<file path="config.mk">
export PLATFORM = sky130hd
export DESIGN_NAME = projectile_pool_flat
export DESIGN_NICKNAME = d
export VERILOG_FILES = /design/src/rtl/projectile_pool_if.sv /design/src/rtl/projectile_pool.sv /design/src/flat_wrapper.sv
export SDC_FILE = /design/constraint.sdc
export NUM_CORES = 1
export LEC_CHECK = 0
export BUFFER_PORTS_ARGS = -buffer_cell sky130_fd_sc_hd__buf_2
export CAP_MARGIN = 0
export CORE_MARGIN = 2
export CORE_UTILIZATION = 35
export CTS_CLUSTER_SIZE = 16
export DETAILED_ROUTE_END_ITERATION = 10
export PLACE_DENSITY_LB_ADDON = 0.08
export SYNTH_ARGS = -nofsm -noshare
export SYNTH_HDL_FRONTEND = slang
export SYNTH_SLANG_ARGS = --single-unit
</file>
<file path="constraint.sdc">
create_clock -name clk -period 11.3 [get_ports clk]
set_input_delay 0.565 -clock clk [delete_from_list [all_inputs] [get_ports clk]]
set_output_delay 0.565 -clock clk [all_outputs]
set_load 0.005 [all_outputs]
</file>
<file path="src/rtl/projectile_pool_if.sv">
`default_nettype none
//------------------------------------------------------------------------------
// Module   : projectile_pool_if
// Purpose  : Launch request channel (game -> pool) and crater request channel
//            (pool -> terrain deformer), both valid/ready.
// Signals  : launch_valid/launch_ready, launch_x/y, launch_vx/vy (signed),
//            crater_valid/crater_ready, crater_x/y, crater_r.
// Modports : master - game/deformer side, slave - projectile_pool side.
// Revision : 1.0 - initial release
//------------------------------------------------------------------------------
interface projectile_pool_if #(
   parameter int COORD_W = 10,
   parameter int VEL_W   = 10
);
   logic                    launch_valid;
   logic                    launch_ready;
   logic [COORD_W-1:0]      launch_x;
   logic [COORD_W-1:0]      launch_y;
   logic signed [VEL_W-1:0] launch_vx;
   logic signed [VEL_W-1:0] launch_vy;
   logic                    crater_valid;
   logic                    crater_ready;
   logic [COORD_W-1:0]      crater_x;
   logic [COORD_W-1:0]      crater_y;
   logic [COORD_W-1:0]      crater_r;

   modport master (
      output launch_valid, launch_x, launch_y, launch_vx, launch_vy, crater_ready,
      input  launch_ready, crater_valid, crater_x, crater_y, crater_r
   );

   modport slave (
      input  launch_valid, launch_x, launch_y, launch_vx, launch_vy, crater_ready,
      output launch_ready, crater_valid, crater_x, crater_y, crater_r
   );
endinterface
`default_nettype wire

</file>
<file path="src/rtl/projectile_pool.sv">
`default_nettype none
//------------------------------------------------------------------------------
// Module   : projectile_pool
// Purpose  : N_SLOTS independent shells: launch, per-frame ballistics (gravity,
//            wind, velocity clamp), terrain/screen-exit detection, crater
//            requests and a timed explosion phase; per-pixel sprite hit lookup.
// Ports    : clk, reset (async, active-high)
//            bus          - launch and crater valid/ready channels (slave)
//            i_frame_tick - one-cycle pulse per video frame
//            i_wind       - signed wind step (-2 treated as 0)
//            i_hit        - per-slot terrain collision, sampled on frame tick
//            o_slot_x/y   - packed slot centre positions
//            o_active     - slot is in flight
//            i_draw_x/y   - current pixel; o_draw_hit/slot/addr - sprite hit
// Revision : 1.0 - initial release
//------------------------------------------------------------------------------
module projectile_pool #(
   parameter int N_SLOTS     = 4,
   parameter int COORD_W     = 10,
   parameter int VEL_W       = 10,
   parameter int V_MAX       = 12,
   parameter int GRAV_DIV    = 6,
   parameter int WIND_DIV    = 8,
   parameter int X_MIN       = 5,
   parameter int X_MAX       = 634,
   parameter int Y_MIN       = 5,
   parameter int Y_MAX       = 474,
   parameter int BOOM_FRAMES = 16,
   parameter int BOOM_RADIUS = 20,
   parameter int SPR_W       = 12,
   parameter int SPR_H       = 17,
   parameter int SPR_CX      = 5,
   parameter int SPR_CY      = 9
) (
   input  wire logic                   clk,
   input  wire logic                   reset,
   projectile_pool_if.slave            bus,
   input  wire logic                   i_frame_tick,
   input  wire logic [1:0]             i_wind,
   input  wire logic [N_SLOTS-1:0]     i_hit,
   output logic [N_SLOTS*COORD_W-1:0]  o_slot_x,
   output logic [N_SLOTS*COORD_W-1:0]  o_slot_y,
   output logic [N_SLOTS-1:0]          o_active,
   input  wire logic [COORD_W-1:0]     i_draw_x,
   input  wire logic [COORD_W-1:0]     i_draw_y,
   output logic                        o_draw_hit,
   output logic [2:0]                  o_draw_slot,
   output logic [10:0]                 o_draw_addr
);
   localparam int PW = COORD_W + 2;   // signed position width, no wrap
   localparam int GW = (GRAV_DIV > 1) ? $clog2(GRAV_DIV) : 1;
   localparam int WW = (WIND_DIV > 1) ? $clog2(WIND_DIV) : 1;
   localparam int BW = $clog2(BOOM_FRAMES + 1);

   localparam logic [GW-1:0] c_G_LAST = GW'(GRAV_DIV - 1);
   localparam logic [WW-1:0] c_W_LAST = WW'(WIND_DIV - 1);
   localparam logic [BW-1:0] c_B_END  = BW'(BOOM_FRAMES);
   localparam logic signed [VEL_W:0] c_V_HI = (VEL_W+1)'(V_MAX);
   localparam logic signed [VEL_W:0] c_V_LO = -c_V_HI;
   localparam logic signed [PW-1:0] c_X_MIN  = PW'(X_MIN);
   localparam logic signed [PW-1:0] c_X_MAX  = PW'(X_MAX);
   localparam logic signed [PW-1:0] c_Y_MIN  = PW'(Y_MIN);
   localparam logic signed [PW-1:0] c_Y_MAX  = PW'(Y_MAX);
   localparam logic signed [PW-1:0] c_SPR_W  = PW'(SPR_W);
   localparam logic signed [PW-1:0] c_SPR_H  = PW'(SPR_H);
   localparam logic signed [PW-1:0] c_SPR_CX = PW'(SPR_CX);
   localparam logic signed [PW-1:0] c_SPR_CY = PW'(SPR_CY);

   typedef enum logic [1:0] {
      S_IDLE   = 2'd0,
      S_FLIGHT = 2'd1,
      S_BOOM   = 2'd2
   } slot_state_t;

   slot_state_t             r_state [N_SLOTS], w_state_nx [N_SLOTS];
   logic [COORD_W-1:0]      r_x [N_SLOTS], w_x_nx [N_SLOTS];
   logic [COORD_W-1:0]      r_y [N_SLOTS], w_y_nx [N_SLOTS];
   logic signed [VEL_W-1:0] r_vx [N_SLOTS], w_vx_nx [N_SLOTS];
   logic signed [VEL_W-1:0] r_vy [N_SLOTS], w_vy_nx [N_SLOTS];
   logic [GW-1:0]           r_g [N_SLOTS], w_g_nx [N_SLOTS];
   logic [WW-1:0]           r_w [N_SLOTS], w_w_nx [N_SLOTS];
   logic [BW-1:0]           r_b [N_SLOTS], w_b_nx [N_SLOTS];
   logic                    r_pend [N_SLOTS], w_pend_nx [N_SLOTS];
   logic                    r_lock;      // crater output frozen on r_lock_idx
   logic [2:0]              r_lock_idx;

   logic [N_SLOTS-1:0]      w_lsel;
   logic                    w_lfound, w_do_launch;
   logic                    w_pend_any, w_ack;
   logic [2:0]              w_csel;
   logic [COORD_W-1:0]      w_crater_x, w_crater_y;
   logic signed [VEL_W:0]   w_wind_w, w_vxw, w_vyw;
   logic signed [PW-1:0]    w_px, w_py, w_dx, w_dy, w_addr;

   function automatic logic signed [VEL_W-1:0] f_clamp(input logic signed [VEL_W:0] v);
      logic signed [VEL_W:0] t;
      t = v;
      if (v > c_V_HI)      t = c_V_HI;
      else if (v < c_V_LO) t = c_V_LO;
      return t[VEL_W-1:0];
   endfunction

   function automatic logic signed [PW-1:0] f_sext(input logic signed [VEL_W-1:0] v);
      return $signed({{(PW-VEL_W){v[VEL_W-1]}}, v});
   endfunction

   // Launch target: lowest-index IDLE slot from registered state
   always_comb begin
      w_lsel   = '0;
      w_lfound = 1'b0;
      for (int i = 0; i < N_SLOTS; i++) begin
         if (!w_lfound && r_state[i] == S_IDLE) begin
            w_lsel[i] = 1'b1;
            w_lfound  = 1'b1;
         end
      end
   end

   assign bus.launch_ready = w_lfound;
   assign w_do_launch      = bus.launch_valid && w_lfound;

   // Crater arbiter: lowest pending slot, held once presented until accepted
   always_comb begin
      w_pend_any = 1'b0;
      w_csel     = '0;
      for (int i = N_SLOTS - 1; i >= 0; i--) begin
         if (r_pend[i]) begin
            w_pend_any = 1'b1;
            w_csel     = 3'(i);
         end
      end
      if (r_lock) w_csel = r_lock_idx;
      w_crater_x = '0;
      w_crater_y = '0;
      for (int i = 0; i < N_SLOTS; i++) begin
         if (w_pend_any && 3'(i) == w_csel) begin
            w_crater_x = r_x[i];
            w_crater_y = r_y[i];
         end
      end
   end

   assign w_ack            = w_pend_any && bus.crater_ready;
   assign bus.crater_valid = w_pend_any;
   assign bus.crater_x     = w_crater_x;
   assign bus.crater_y     = w_crater_y;
   assign bus.crater_r     = COORD_W'(BOOM_RADIUS);

   // -2 on the wind input is an unused code and counts as calm
   assign w_wind_w = (i_wind == 2'b10) ? '0 : $signed({{(VEL_W-1){i_wind[1]}}, i_wind});

   // Slot next-state
   always_comb begin
      w_px = '0;
      w_py = '0;
      w_vxw = '0;
      w_vyw = '0;
      for (int i = 0; i < N_SLOTS; i++) begin
         w_state_nx[i] = r_state[i];
         w_x_nx[i]     = r_x[i];
         w_y_nx[i]     = r_y[i];
         w_vx_nx[i]    = r_vx[i];
         w_vy_nx[i]    = r_vy[i];
         w_g_nx[i]     = r_g[i];
         w_w_nx[i]     = r_w[i];
         w_b_nx[i]     = r_b[i];
         w_pend_nx[i]  = r_pend[i];
         w_px  = '0;
         w_py  = '0;
         w_vxw = '0;
         w_vyw = '0;
         if (w_ack && 3'(i) == w_csel) w_pend_nx[i] = 1'b0;
         case (r_state[i])
            S_IDLE: begin
               if (w_do_launch && w_lsel[i]) begin
                  w_state_nx[i] = S_FLIGHT;
                  w_x_nx[i]     = bus.launch_x;
                  w_y_nx[i]     = bus.launch_y;
                  w_vx_nx[i]    = bus.launch_vx;
                  w_vy_nx[i]    = bus.launch_vy;
                  w_g_nx[i]     = '0;
                  w_w_nx[i]     = '0;
               end
            end
            S_FLIGHT: begin
               if (i_frame_tick) begin
                  w_px = $signed({2'b00, r_x[i]}) + f_sext(r_vx[i]);
                  w_py = $signed({2'b00, r_y[i]}) + f_sext(r_vy[i]);
                  // Terrain hit or screen exit: explode where the shell was
                  if (i_hit[i] || w_px < c_X_MIN || w_px > c_X_MAX ||
                      w_py < c_Y_MIN || w_py > c_Y_MAX) begin
                     w_state_nx[i] = S_BOOM;
                     w_pend_nx[i]  = 1'b1;
                     w_b_nx[i]     = '0;
                  end else begin
                     w_x_nx[i] = w_px[COORD_W-1:0];
                     w_y_nx[i] = w_py[COORD_W-1:0];
                     w_vxw = {r_vx[i][VEL_W-1], r_vx[i]};
                     w_vyw = {r_vy[i][VEL_W-1], r_vy[i]};
                     if (r_g[i] == c_G_LAST) begin
                        w_g_nx[i] = '0;
                        w_vyw     = w_vyw + (VEL_W+1)'(1);
                     end else begin
                        w_g_nx[i] = r_g[i] + GW'(1);
                     end
                     if (r_w[i] == c_W_LAST) begin
                        w_w_nx[i] = '0;
                        w_vxw     = w_vxw + w_wind_w;
                     end else begin
                        w_w_nx[i] = r_w[i] + WW'(1);
                     end
                     w_vx_nx[i] = f_clamp(w_vxw);
                     w_vy_nx[i] = f_clamp(w_vyw);
                  end
               end
            end
            S_BOOM: begin
               if (i_frame_tick) begin
                  w_b_nx[i] = (r_b[i] == c_B_END) ? r_b[i] : r_b[i] + BW'(1);
                  // Crater must have been accepted before this edge
                  if (w_b_nx[i] == c_B_END && !r_pend[i]) w_state_nx[i] = S_IDLE;
               end
            end
            default: w_state_nx[i] = S_IDLE;
         endcase
      end
   end

   always_ff @(posedge clk or posedge reset) begin
      if (reset) begin
         for (int i = 0; i < N_SLOTS; i++) begin
            r_state[i] <= S_IDLE;
            r_x[i]     <= '0;
            r_y[i]     <= '0;
            r_vx[i]    <= '0;
            r_vy[i]    <= '0;
            r_g[i]     <= '0;
            r_w[i]     <= '0;
            r_b[i]     <= '0;
            r_pend[i]  <= 1'b0;
         end
         r_lock     <= 1'b0;
         r_lock_idx <= '0;
      end else begin
         for (int i = 0; i < N_SLOTS; i++) begin
            r_state[i] <= w_state_nx[i];
            r_x[i]     <= w_x_nx[i];
            r_y[i]     <= w_y_nx[i];
            r_vx[i]    <= w_vx_nx[i];
            r_vy[i]    <= w_vy_nx[i];
            r_g[i]     <= w_g_nx[i];
            r_w[i]     <= w_w_nx[i];
            r_b[i]     <= w_b_nx[i];
            r_pend[i]  <= w_pend_nx[i];
         end
         r_lock     <= w_pend_any && !bus.crater_ready;
         r_lock_idx <= w_csel;
      end
   end

   // Collider feed and status
   always_comb begin
      for (int i = 0; i < N_SLOTS; i++) begin
         o_slot_x[i*COORD_W +: COORD_W] = r_x[i];
         o_slot_y[i*COORD_W +: COORD_W] = r_y[i];
         o_active[i] = (r_state[i] == S_FLIGHT);
      end
   end

   // Sprite hit: scan high to low so the lowest matching slot wins
   always_comb begin
      o_draw_hit  = 1'b0;
      o_draw_slot = '0;
      o_draw_addr = '0;
      w_dx = '0;
      w_dy = '0;
      w_addr = '0;
      for (int i = N_SLOTS - 1; i >= 0; i--) begin
         w_dx = $signed({2'b00, i_draw_x}) - $signed({2'b00, r_x[i]}) + c_SPR_CX;
         w_dy = $signed({2'b00, i_draw_y}) - $signed({2'b00, r_y[i]}) + c_SPR_CY;
         w_addr = w_dy * c_SPR_W + w_dx;
         if (r_state[i] == S_FLIGHT && w_dx >= 0 && w_dx < c_SPR_W &&
             w_dy >= 0 && w_dy < c_SPR_H) begin
            o_draw_hit  = 1'b1;
            o_draw_slot = 3'(i);
            o_draw_addr = 11'(w_addr);
         end
      end
   end
endmodule
`default_nettype wire

</file>
<file path="src/flat_wrapper.sv">
// flat-port wrapper written by rule: the top's interface ports become plain ports
module projectile_pool_flat 
#(
   parameter int N_SLOTS     = 4,
   parameter int COORD_W     = 10,
   parameter int VEL_W       = 10,
   parameter int V_MAX       = 12,
   parameter int GRAV_DIV    = 6,
   parameter int WIND_DIV    = 8,
   parameter int X_MIN       = 5,
   parameter int X_MAX       = 634,
   parameter int Y_MIN       = 5,
   parameter int Y_MAX       = 474,
   parameter int BOOM_FRAMES = 16,
   parameter int BOOM_RADIUS = 20,
   parameter int SPR_W       = 12,
   parameter int SPR_H       = 17,
   parameter int SPR_CX      = 5,
   parameter int SPR_CY      = 9
)
  (clk, reset, i_frame_tick, i_wind, i_hit, o_slot_x, o_slot_y, o_active, i_draw_x, i_draw_y, o_draw_hit, o_draw_slot, o_draw_addr, bus_launch_valid, bus_launch_x, bus_launch_y, bus_launch_vx, bus_launch_vy, bus_crater_ready, bus_launch_ready, bus_crater_valid, bus_crater_x, bus_crater_y, bus_crater_r);
  projectile_pool_if #(.COORD_W(COORD_W), .VEL_W(VEL_W)) bus_i ();
  input  wire logic clk;
  input  wire logic reset;
  input  wire logic i_frame_tick;
  input  wire logic [1:0] i_wind;
  input  wire logic [N_SLOTS-1:0] i_hit;
  output logic [N_SLOTS*COORD_W-1:0] o_slot_x;
  output logic [N_SLOTS*COORD_W-1:0] o_slot_y;
  output logic [N_SLOTS-1:0] o_active;
  input  wire logic [COORD_W-1:0] i_draw_x;
  input  wire logic [COORD_W-1:0] i_draw_y;
  output logic o_draw_hit;
  output logic [2:0] o_draw_slot;
  output logic [10:0] o_draw_addr;
  input wire logic [$bits(bus_i.launch_valid)-1:0] bus_launch_valid;
  input wire logic [$bits(bus_i.launch_x)-1:0] bus_launch_x;
  input wire logic [$bits(bus_i.launch_y)-1:0] bus_launch_y;
  input wire logic [$bits(bus_i.launch_vx)-1:0] bus_launch_vx;
  input wire logic [$bits(bus_i.launch_vy)-1:0] bus_launch_vy;
  input wire logic [$bits(bus_i.crater_ready)-1:0] bus_crater_ready;
  output wire logic [$bits(bus_i.launch_ready)-1:0] bus_launch_ready;
  output wire logic [$bits(bus_i.crater_valid)-1:0] bus_crater_valid;
  output wire logic [$bits(bus_i.crater_x)-1:0] bus_crater_x;
  output wire logic [$bits(bus_i.crater_y)-1:0] bus_crater_y;
  output wire logic [$bits(bus_i.crater_r)-1:0] bus_crater_r;
  assign bus_i.launch_valid = bus_launch_valid;
  assign bus_i.launch_x = bus_launch_x;
  assign bus_i.launch_y = bus_launch_y;
  assign bus_i.launch_vx = bus_launch_vx;
  assign bus_i.launch_vy = bus_launch_vy;
  assign bus_i.crater_ready = bus_crater_ready;
  assign bus_launch_ready = bus_i.launch_ready;
  assign bus_crater_valid = bus_i.crater_valid;
  assign bus_crater_x = bus_i.crater_x;
  assign bus_crater_y = bus_i.crater_y;
  assign bus_crater_r = bus_i.crater_r;
  projectile_pool #(.N_SLOTS(N_SLOTS), .COORD_W(COORD_W), .VEL_W(VEL_W), .V_MAX(V_MAX), .GRAV_DIV(GRAV_DIV), .WIND_DIV(WIND_DIV), .X_MIN(X_MIN), .X_MAX(X_MAX), .Y_MIN(Y_MIN), .Y_MAX(Y_MAX), .BOOM_FRAMES(BOOM_FRAMES), .BOOM_RADIUS(BOOM_RADIUS), .SPR_W(SPR_W), .SPR_H(SPR_H), .SPR_CX(SPR_CX), .SPR_CY(SPR_CY)) u_core (.clk(clk), .reset(reset), .bus(bus_i), .i_frame_tick(i_frame_tick), .i_wind(i_wind), .i_hit(i_hit), .o_slot_x(o_slot_x), .o_slot_y(o_slot_y), .o_active(o_active), .i_draw_x(i_draw_x), .i_draw_y(i_draw_y), .o_draw_hit(o_draw_hit), .o_draw_slot(o_draw_slot), .o_draw_addr(o_draw_addr));
endmodule
</file>
==> qor.yml, run 1 <==
job:
  drv_cap: 0
timing:
  max_freq_mhz: 143.9
  finalCritPeriodShare: 0.6149
  final_max_slew_viol_count: 0
  hold_viol_final: 0
  grt_setup_unrepaired: "no"
  fin_skew_ns: 0.02490
  setup-violations-final: 0
  timing.final.crit_period_ns: 6.948
  tightest_slew_ns: 1.007
  fin_tns_setup_ns: 0
  holdWs_ns: 0.1516
  slew_headroom: 0.3283
placement:
  gp_congestion: 0.9446
  dpl_cell_area_sq_um: 29500
  dp_hpwl_um: 86980
  portBuffers: 190
setup_path:
  r2r-start: "u_core.o_slot_x[20]"
  crit_type: "register to primary output"
  endpoint_kind: "primary output"
  crit_required_ns: 10.74
  cp-startpoint: "u_core.o_slot_y[20]"
  crit_fanout: 5
  critical_path_arrival_ns: 6.38
  crit_path_start_kind: "register"
clock_network:
  cts_hold_buffers: 0
  clkSinkCount: 220
  cts_setup_buffers: 0
  cts_made_buffers: 28
  clkTransAtPathRegs_ns: 0.06
  htreeDepth: 1
  cts_resized: 0
  clock_latency_ns: 0.58
  clockBufferDepth: 3
  clock-root-buffer: "clkbuf_16"
  cts_tree: "yes"
floorplan:
  start_util: 0.3542
  design.die.area_sq_um: 80780
  core_sq_um: 77590
  ios: 202
  rows: 102
  dieWidth_um: 284.2
  die_h_um: 284.2
synth:
  synth_cell_types: 96
  synthArstFlopShare: 1.000
  syn_area_sq_um: 27480
  synth_ff_type: "dfrtp_1"
  synth_sequential_area_ratio: 0.2003
  ys_ff_latch: 220
  synth_edf_count: 0
  synth_cells: 3453
  yosys_warnings: 0
  syn_avg_cell_area_sq_um: 7.959
route:
  wirelength_um: 108000
  wire_per_inst_um: 23.26
  ant_nets: 0
  drtPass1Iterations: 6
  via_per_inst: 5.643
  num_vias: 26220
  drc: 0
  drt-initial-drc-count: 1914
layout:
  multiInputGateArea_sq_um: 20530
  fillerInstances: 8138
  synthToLayoutAreaGrowth_pct: 10.89
  finalCoreUtilization: 0.3927
  final_area_sq_um: 30470
  fin_nets: 4018
  final_layout_size_suffix_gt1_frac: 0.1010
  seq_area_sq_um: 5505
global_route:
  grt_pass1_wl_um: 159900
  grt_pass1_vias: 24480
  antenna_found_initial: 2
  grt_util_all_layers: 0.2599
  gr-total-overflow: 0
  grt_max_degree: 121
min_path:
  min_path_type: "input pin to asynchronous set/reset pin"
outcome:
  outcome: "finished, final reports clean"
[layout make-up]
class / instances / share of cell area
antenna: 1 / 0.00008212
clock buffer: 41 / 0.02722
clock inverter: 10 / 0.004640
inverter: 260 / 0.03227
multi-input combinational: 2854 / 0.6738
sequential: 220 / 0.1807
tap: 1040 / 0.04270
timing repair buffer: 220 / 0.03859
[worst max-delay path: stages (launching register included)]
cell	delay [ns]
dfrtp_1	0.49
ha_1	0.22
inv_1	0.06
fa_1	0.42
xor2_1	0.22
and3_1	0.23
or4_1	0.47
and3_4	0.22
xnor2_1	0.42
ha_1	0.32
ha_1	0.32
o21ai_0	0.12
a21oi_1	0.21
nor2_1	0.08
ha_1	0.34
or3_1	0.35
o21ai_0	0.07
a21oi_1	0.07
xnor2_1	0.19
xnor2_1	0.16
xnor2_1	0.15
o221a_1	0.27
o31ai_2	0.23
buf_2	0.16
[cells by family (layout without fill, tap and decap cells)]
kind of cell	count (synthesis)	after routing	share of synthesized area
muxes	82	82	0.03979
DFF	220	220	0.2003
AOI/OAI and AO/OA	1039	1039	0.2488
adders and majority gates	364	364	0.1733
other	2	12	0.0002733
xor gates and xnor gates	266	266	0.08577
and+or+nand+nor	1092	1092	0.1962
buffers and inverters	388	531	0.05559
[per-layer routing]
layer  part of all wire  GRT usage
met2               0.45     0.4181
met4              0.027    0.06789
met3              0.050    0.02897
met5                  0          0
met1               0.47     0.3684
[cells in the final DEF (no fill, tap or decap), drive strengths merged, types with 41 or more instances in the layout]
cell type	netlist	routed
xnor2	164	164
clkbuf	96	41
ha	335	335
mux2i	47	47
nand2b	41	41
nand3	85	85
xor2	100	100
nor2	261	261
a31oi	46	46
a21oi	252	252
buf	32	220
nor3	90	90
o21ai	243	243
dfrtp	220	220
a21o	90	90
a211oi	45	45
nand2	301	301
nor2b	61	61
o21a	44	44
inv	257	256
[metrics by stage]
step	worst slack, ns	std cells
CTS	4.340	4645
floorplan	4.714	3462
global placement	4.631	4594
global route	3.869	4645
finish	4.352	4646
detailed placement	4.631	4594
[Yosys cell counts (19+ instances only)]
cell / count / area (sq um)
ha_1: 335 / 4192
dfrtp_1: 220 / 5505
mux2i_1: 47 / 470.5
nor4_1: 24 / 150.1
xnor2_1: 164 / 1436
or2_2: 23 / 143.9
and3_1: 36 / 225.2
nor2b_1: 61 / 381.6
nand2_1: 300 / 1126
nand3_1: 85 / 425.4
o22ai_1: 21 / 131.4
a21o_1: 90 / 675.7
mux4_2: 20 / 450.4
fa_1: 28 / 560.5
a211oi_1: 45 / 337.8
a31oi_1: 46 / 287.8
clkbuf_1: 96 / 360.4
inv_1: 255 / 957.2
o21ai_0: 239 / 1196
o21a_1: 44 / 330.3
nand2b_1: 41 / 256.5
and2_1: 35 / 219.0
xor2_1: 100 / 875.8
or3_1: 33 / 206.5
o31ai_1: 26 / 195.2
o211ai_1: 30 / 225.2
nand4_1: 19 / 118.9
a21oi_1: 252 / 1261
nor2_1: 261 / 979.7
nor3_1: 90 / 450.4
[final timing paths]
check | to | slack (ns) | cells past startpoint
setup / recovery | o_draw_addr[10] | 4.35 | 23
hold / removal | u_core.r_vx[8] | 0.15 | 2
setup reg to reg | u_core.r_vx[12] | 6.31 | 15
hold reg to reg | u_core.r_state[0] | 0.46 | 1
max in group asynchronous | u_core.o_slot_y[5] | 9.21 | 4
min in group clk | u_core.r_lock | 0.18 | 2
[state kept, by name (all words and copies together), names as in the netlist]
signal and count:
u_core.r_g 12, u_core.r_b 20, u_core.r_vy 40, u_core.r_pend 4, u_core.r_lock_idx 3, u_core.o_slot_y 40
u_core.r_vx 40, u_core.r_lock 1, u_core.r_w 12, u_core.r_state 8, u_core.o_slot_x 40
Power of run 1 is not shown: default switching activity piles up to over one toggle a cycle in this logic, so the estimate is an artifact.
==> run 2: changes to the inputs <==
==> constraint.sdc (replaced) <==
create_clock -name clk -period 7.09 [get_ports clk]
set_input_delay 0.3545 -clock clk [delete_from_list [all_inputs] [get_ports clk]]
set_output_delay 0.3545 -clock clk [all_outputs]
set_load 0.005 [all_outputs]
==> run 2 against run 1 <==
Die area unchanged. Clock-buffer cell count down 3. Non-clock buffer count up 11. Utilization up 0.13 points. Sequential cell count unchanged. Highest routed layer is now met5. Global-route usage about the same. Worst setup slack worse by 3.9 ns. Hold slack worse by 0.060 ns. First-iteration DRC count up 3.3%. Via count down 0.16%. Final area up 0.34%. Cell count up 0.22%.
==> qor.yml, run 2 (synthesis gave the netlist of run 1 again) <==
clock_network:
  clkSinkCount: 220
  clock-root-buffer: "clkbuf_16"
  clockBufferDepth: 3
  clkTransAtPathRegs_ns: 0.06
  cts_tree: "yes"
  htreeDepth: 1
  clock_latency_ns: 0.60
  cts_made_buffers: 29
route:
  wire_per_inst_um: 23.28
  num_vias: 26170
  ant_nets: 0
  drt-initial-drc-count: 1978
  drc: 0
  wirelength_um: 108400
  drtPass1Iterations: 6
  via_per_inst: 5.621
timing:
  final_max_slew_viol_count: 0
  grt_setup_unrepaired: "no"
  hold_viol_final: 0
  fin_tns_setup_ns: 0
  slew_headroom: 0.3177
  max_freq_mhz: 151.7
  tightest_slew_ns: 1.022
  finalCritPeriodShare: 0.9300
  timing.final.crit_period_ns: 6.594
  setup-violations-final: 0
  fin_skew_ns: 0.02107
placement:
  dp_hpwl_um: 86730
  gp_congestion: 0.9871
  portBuffers: 190
min_path:
  min_path_type: "input pin to register"
  worst_hold_path.endpoint: "u_core.r_state[6]"
  hold_start: "bus_launch_valid"
  hold_depth: 3
layout:
  final_common_cell: "ha_1"
  seq_area_sq_um: 5505
  final_layout_size_suffix_gt1_frac: 0.1035
  fin_nets: 4030
  multiInputGateArea_sq_um: 20530
  fillerInstances: 8162
  synthToLayoutAreaGrowth_pct: 11.26
  mostFrequentLayoutCells: "ha_1, nand2_1, nor2_1, inv_1, a21oi_1"
global_route:
  grt_max_degree: 141
  grt_util_all_layers: 0.2600
  grt_pass1_wl_um: 159600
  grt_pass1_vias: 24320
  antenna_found_initial: 3
  gr-total-overflow: 0
setup_path:
  r2r-start: "u_core.o_slot_y[30]"
  max_stage_delay_ns: 0.58
  crit_type: "register to primary output"
  r2r_end: "u_core.o_slot_y[30]"
  cp-startpoint: "u_core.o_slot_y[30]"
  crit_required_ns: 6.74
  endpoint_kind: "primary output"
  crit_path_start_kind: "register"
  critical_path_arrival_ns: 6.24
  path_cells: "ha_1, inv_1, fa_1, xor2_1, a221oi_1, a311oi_1, or4b_1, xor2_1, ha_1, ha_1, xnor2_1, ha_1, o41ai_1, xnor2_1, xnor2_1, xnor3_1, xnor2_1, o221a_1, o31ai_2, buf_2"
  ff2ff_setup_slack_ns: 2.02
  crit_fanout: 5
  reg2reg_depth: 15
  slowest_stage: "or4b_1"
outcome:
  outcome: "finished, final reports clean"
floorplan:
  rows: 102
  design.die.area_sq_um: 80780
  dieWidth_um: 284.2
  ios: 202
  core_sq_um: 77590
  start_util: 0.3542
  die_h_um: 284.2
job:
  drv_cap: 0
run 2: cell count changes in the layout (fill, tap and decap cells not counted), sizes merged:
cell         before  now
buf             220  229
clkbuf           41   38
clkinv            9   11
clkinvlp          2    0
dlygate4sd3       0    2
inv             256  258
run 2: worst max-delay path by stage:
stage                               endpoint  slack [ns]  cells past startpoint
after floorplan           u_core.o_slot_x[0]        0.71                      1
after global placement       o_draw_addr[10]        0.82                     22
after detailed placement     o_draw_addr[10]        0.80                     22
after CTS                    o_draw_addr[10]        0.45                     20
after global routing         o_draw_addr[10]        0.12                     20
final                        o_draw_addr[10]        0.50                     20
run 2: cell type report:
class,count,area share
tap,1040,0.04256
sequential,220,0.1800
antenna,1,0.00008184
multi-input combinational,2854,0.6716
clock buffer,38,0.02680
timing repair buffer,231,0.04174
clock inverter,12,0.005033
inverter,260,0.03216
run 2: metal layers:
layer | global-route usage | vias up | wire length, um
li1 | - | 12900 | -
met2 | 0.4238 | 634 | 49210
met5 | 0 | - | 13
met3 | 0.03299 | 105 | 5744
met1 | 0.3660 | 12540 | 51070
met4 | 0.05645 | 2 | 2369
run 2: critical path, delay by kind of cell, from the launching register on:
family          cells  cell delay (ns)
simple gates        1             0.58
compound gates      5             1.46
buf+inv             2             0.19
flops               1             0.35
xor+xnor            7             1.64
fa+ha+maj           5             1.43
run 2: timing repair:
item,in CTS,in global routing
resized for setup,0,0
hold endpoints to repair,81,0
hold buffers,2,0
setup buffers,0,0
run 2: per-stage QoR:
step	std cells	hold slack [ns]	util	setup slack (ns)	cell area, sq um
finish	4656	0.09132	0.3941	0.4961	30580
global route	4655	0.1005	0.3940	0.1204	30570
CTS	4655	0.05950	0.3940	0.4541	30570
detailed placement	4603	0.4531	0.3812	0.7966	29580
global placement	4603	0.4479	0.3812	0.8235	29580
floorplan	3462	0.4209	-	0.7144	27520
Power of run 2 is left out for the same reason.
==> run 3: changes to the inputs <==
--- a/config.mk
+++ b/config.mk
@@ -7,11 +7,12 @@
 export LEC_CHECK = 0
 export BUFFER_PORTS_ARGS = -buffer_cell sky130_fd_sc_hd__buf_2
 export CAP_MARGIN = 0
-export CORE_MARGIN = 2
+export CORE_MARGIN = 3
 export CORE_UTILIZATION = 35
 export CTS_CLUSTER_SIZE = 16
 export DETAILED_ROUTE_END_ITERATION = 10
 export PLACE_DENSITY_LB_ADDON = 0.08
+export RECOVER_POWER = 100
 export SYNTH_ARGS = -nofsm -noshare
 export SYNTH_HDL_FRONTEND = slang
 export SYNTH_SLANG_ARGS = --single-unit
==> run 3 against run 2 <==
The flow now finishes with violations (capacitance limit, slew limit). Utilization shrank 0.23 points. Hold slack gained 0.014 ns. Critical path depth grew 3. Clock-buffer cell count shrank 2. First-iteration DRC count shrank 6.3%. Non-clock buffer count shrank 3. Cell count is essentially flat. Fmax grew 0.59%. Global-route usage shrank 0.25 points.
==> qor.yml, run 3 (synthesis gave the netlist of run 1 again) <==
timing:
  timing.final.crit_period_ns: 6.555
  max_freq_mhz: 152.5
  slew_headroom: -1.963
  hold_viol_final: 0
  finalCritPeriodShare: 0.9246
  final_max_slew_viol_count: 552
  tightest_slew_ns: 4.444
  fin_skew_ns: 0.02754
  grt_setup_unrepaired: "no"
  holdWs_ns: 0.1053
  setup-violations-final: 0
  fin_tns_setup_ns: 0
route:
  wire_per_inst_um: 23.24
  num_vias: 26120
  ant_nets: 0
  wirelength_um: 108200
  via_per_inst: 5.611
  drtPass1Iterations: 6
  drc: 0
  drt-initial-drc-count: 1853
setup_path:
  critical_path_arrival_ns: 6.20
  crit_path_start_kind: "register"
  path_buf_inv: 2
  r2r-start: "u_core.o_slot_x[20]"
  max_stage_delay_ns: 0.46
  cp-startpoint: "u_core.o_slot_y[20]"
  endpoint_kind: "primary output"
  crit_type: "register to primary output"
  path_delay_family: "adder cells"
  crit_required_ns: 6.74
  path_cells: "ha_1, inv_1, fa_1, xor2_1, and3_1, or4_1, and3_4, xnor2_1, ha_1, ha_1, o21ai_0, a21oi_1, nor2_1, ha_1, or3_1, o21ai_0, a21oi_1, xnor2_1, xnor2_1, xnor2_1, o221a_1, o31ai_2, buf_2"
  crit_fanout: 4
  slowest_stage: "or4_1"
clock_network:
  cts_tree: "yes"
  clock_latency_ns: 0.59
  cts_resized: 0
  clock-root-buffer: "clkbuf_16"
  htreeDepth: 1
  cts_made_buffers: 28
  clockBufferDepth: 3
  clkSinkCount: 220
  clkTransAtPathRegs_ns: 0.06
global_route:
  grtUsageMet1: 0.3656
  grt_max_degree: 116
  grt_util_met2: 0.4146
  met3_usage: 0.02423
  top_usage_layer: "met2"
  antenna_found_initial: 8
  grt_util_all_layers: 0.2575
  grt_pass1_wl_um: 160600
  grt_pass1_vias: 24710
  gr-total-overflow: 0
floorplan:
  rows: 102
  die_h_um: 286.2
  core_sq_um: 77590
  design.die.area_sq_um: 81920
  start_util: 0.3542
  ios: 202
  dieWidth_um: 286.2
outcome:
  violations: "capacitance limit, slew limit"
  outcome: "finished, violations left"
min_path:
  hold_start: "bus_launch_valid"
  min_path_type: "input pin to register"
layout:
  finalNonFillerCells: 4655
  fin_nets: 4026
  final_common_cell: "ha_1"
  final_layout_size_suffix_gt1_frac: 0.07914
  synthToLayoutAreaGrowth_pct: 10.62
  mostFrequentLayoutCells: "ha_1, nand2_1, nor2_1, inv_1, a21oi_1"
placement:
  dp_hpwl_um: 86760
  dp_cells: 4600
  gp_congestion: 1.013
  portBuffers: 190
job:
  drv_cap: 11
-- run 3: cell types whose count changed in the layout (fill, tap and decap cells not counted), moves of 3 or more --
cell / change
and2_0: +20
clkbuf_1: +78
bufinv_16: +3
buf_4: -28
and2_1: -20
buf_2: -56
-- run 3: what timing repair did --
| item | in CTS | in global routing |
|---|---|---|
| endpoints found under the hold margin | 83 | 0 |
| setup buffers | 0 | 0 |
| hold buffers | 2 | 0 |
-- run 3: path summary, 6_finish.rpt --
| check | endpoint | slack (ns) | cells after the start |
|---|---|---|---|
| worst max-delay path | o_draw_addr[10] | 0.53 | 23 |
| worst min-delay path | u_core.r_state[6] | 0.11 | 3 |
| worst max register to register | u_core.o_slot_x[29] | 0.69 | 15 |
| worst min register to register | u_core.r_state[0] | 0.46 | 1 |
| max in group asynchronous | u_core.o_slot_x[8] | 1.47 | 4 |
| min in group asynchronous | u_core.r_w[2] | 1.93 | 3 |
-- run 3: area by class of cell --
class                   count  area, sq um
fillers                  8270        47190
multi-input cells        2854        20510
flip-flops and latches    220         5505
well taps                1040         1301
repair buffers            228         1080
inverters                 260        975.9
clock buffers              36        780.7
clock inverters            16        247.7
diodes                      1        2.502
-- run 3: per-layer routing --
| metal | up-vias | routed length [um] |
|---|---|---|
| li1 | 12830 | - |
| met1 | 12520 | 51090 |
| met2 | 639 | 48280 |
| met3 | 129 | 5306 |
| met4 | 2 | 3510 |
| met5 | - | 13 |
-- run 3: through the flow --
step                setup WS, ns    util  instance area (sq um)
floorplan                 0.7144       -                  27520
detailed placement        0.8571  0.3809                  29560
global route             0.07697  0.3918                  30400
global placement          0.8824  0.3809                  29560
CTS                       0.5102  0.3944                  30610
finish                    0.5346  0.3918                  30400
-- run 3: worst reg2reg max path, cell delays in order (launching register included) --
cell      delay [ns]
dfrtp_1         0.47
clkbuf_1        0.31
ha_1            0.33
fa_1            0.41
a21o_1          0.17
a21o_1          0.22
a21o_1          0.19
a311oi_1        0.41
nand4b_1        0.17
o31a_1          0.28
o211ai_1        0.44
nor3_1          0.13
nor2_1          1.77
buf_4           0.66
a211oi_1        0.13
a21o_1          0.21
Power of run 3 is left out for the same reason.
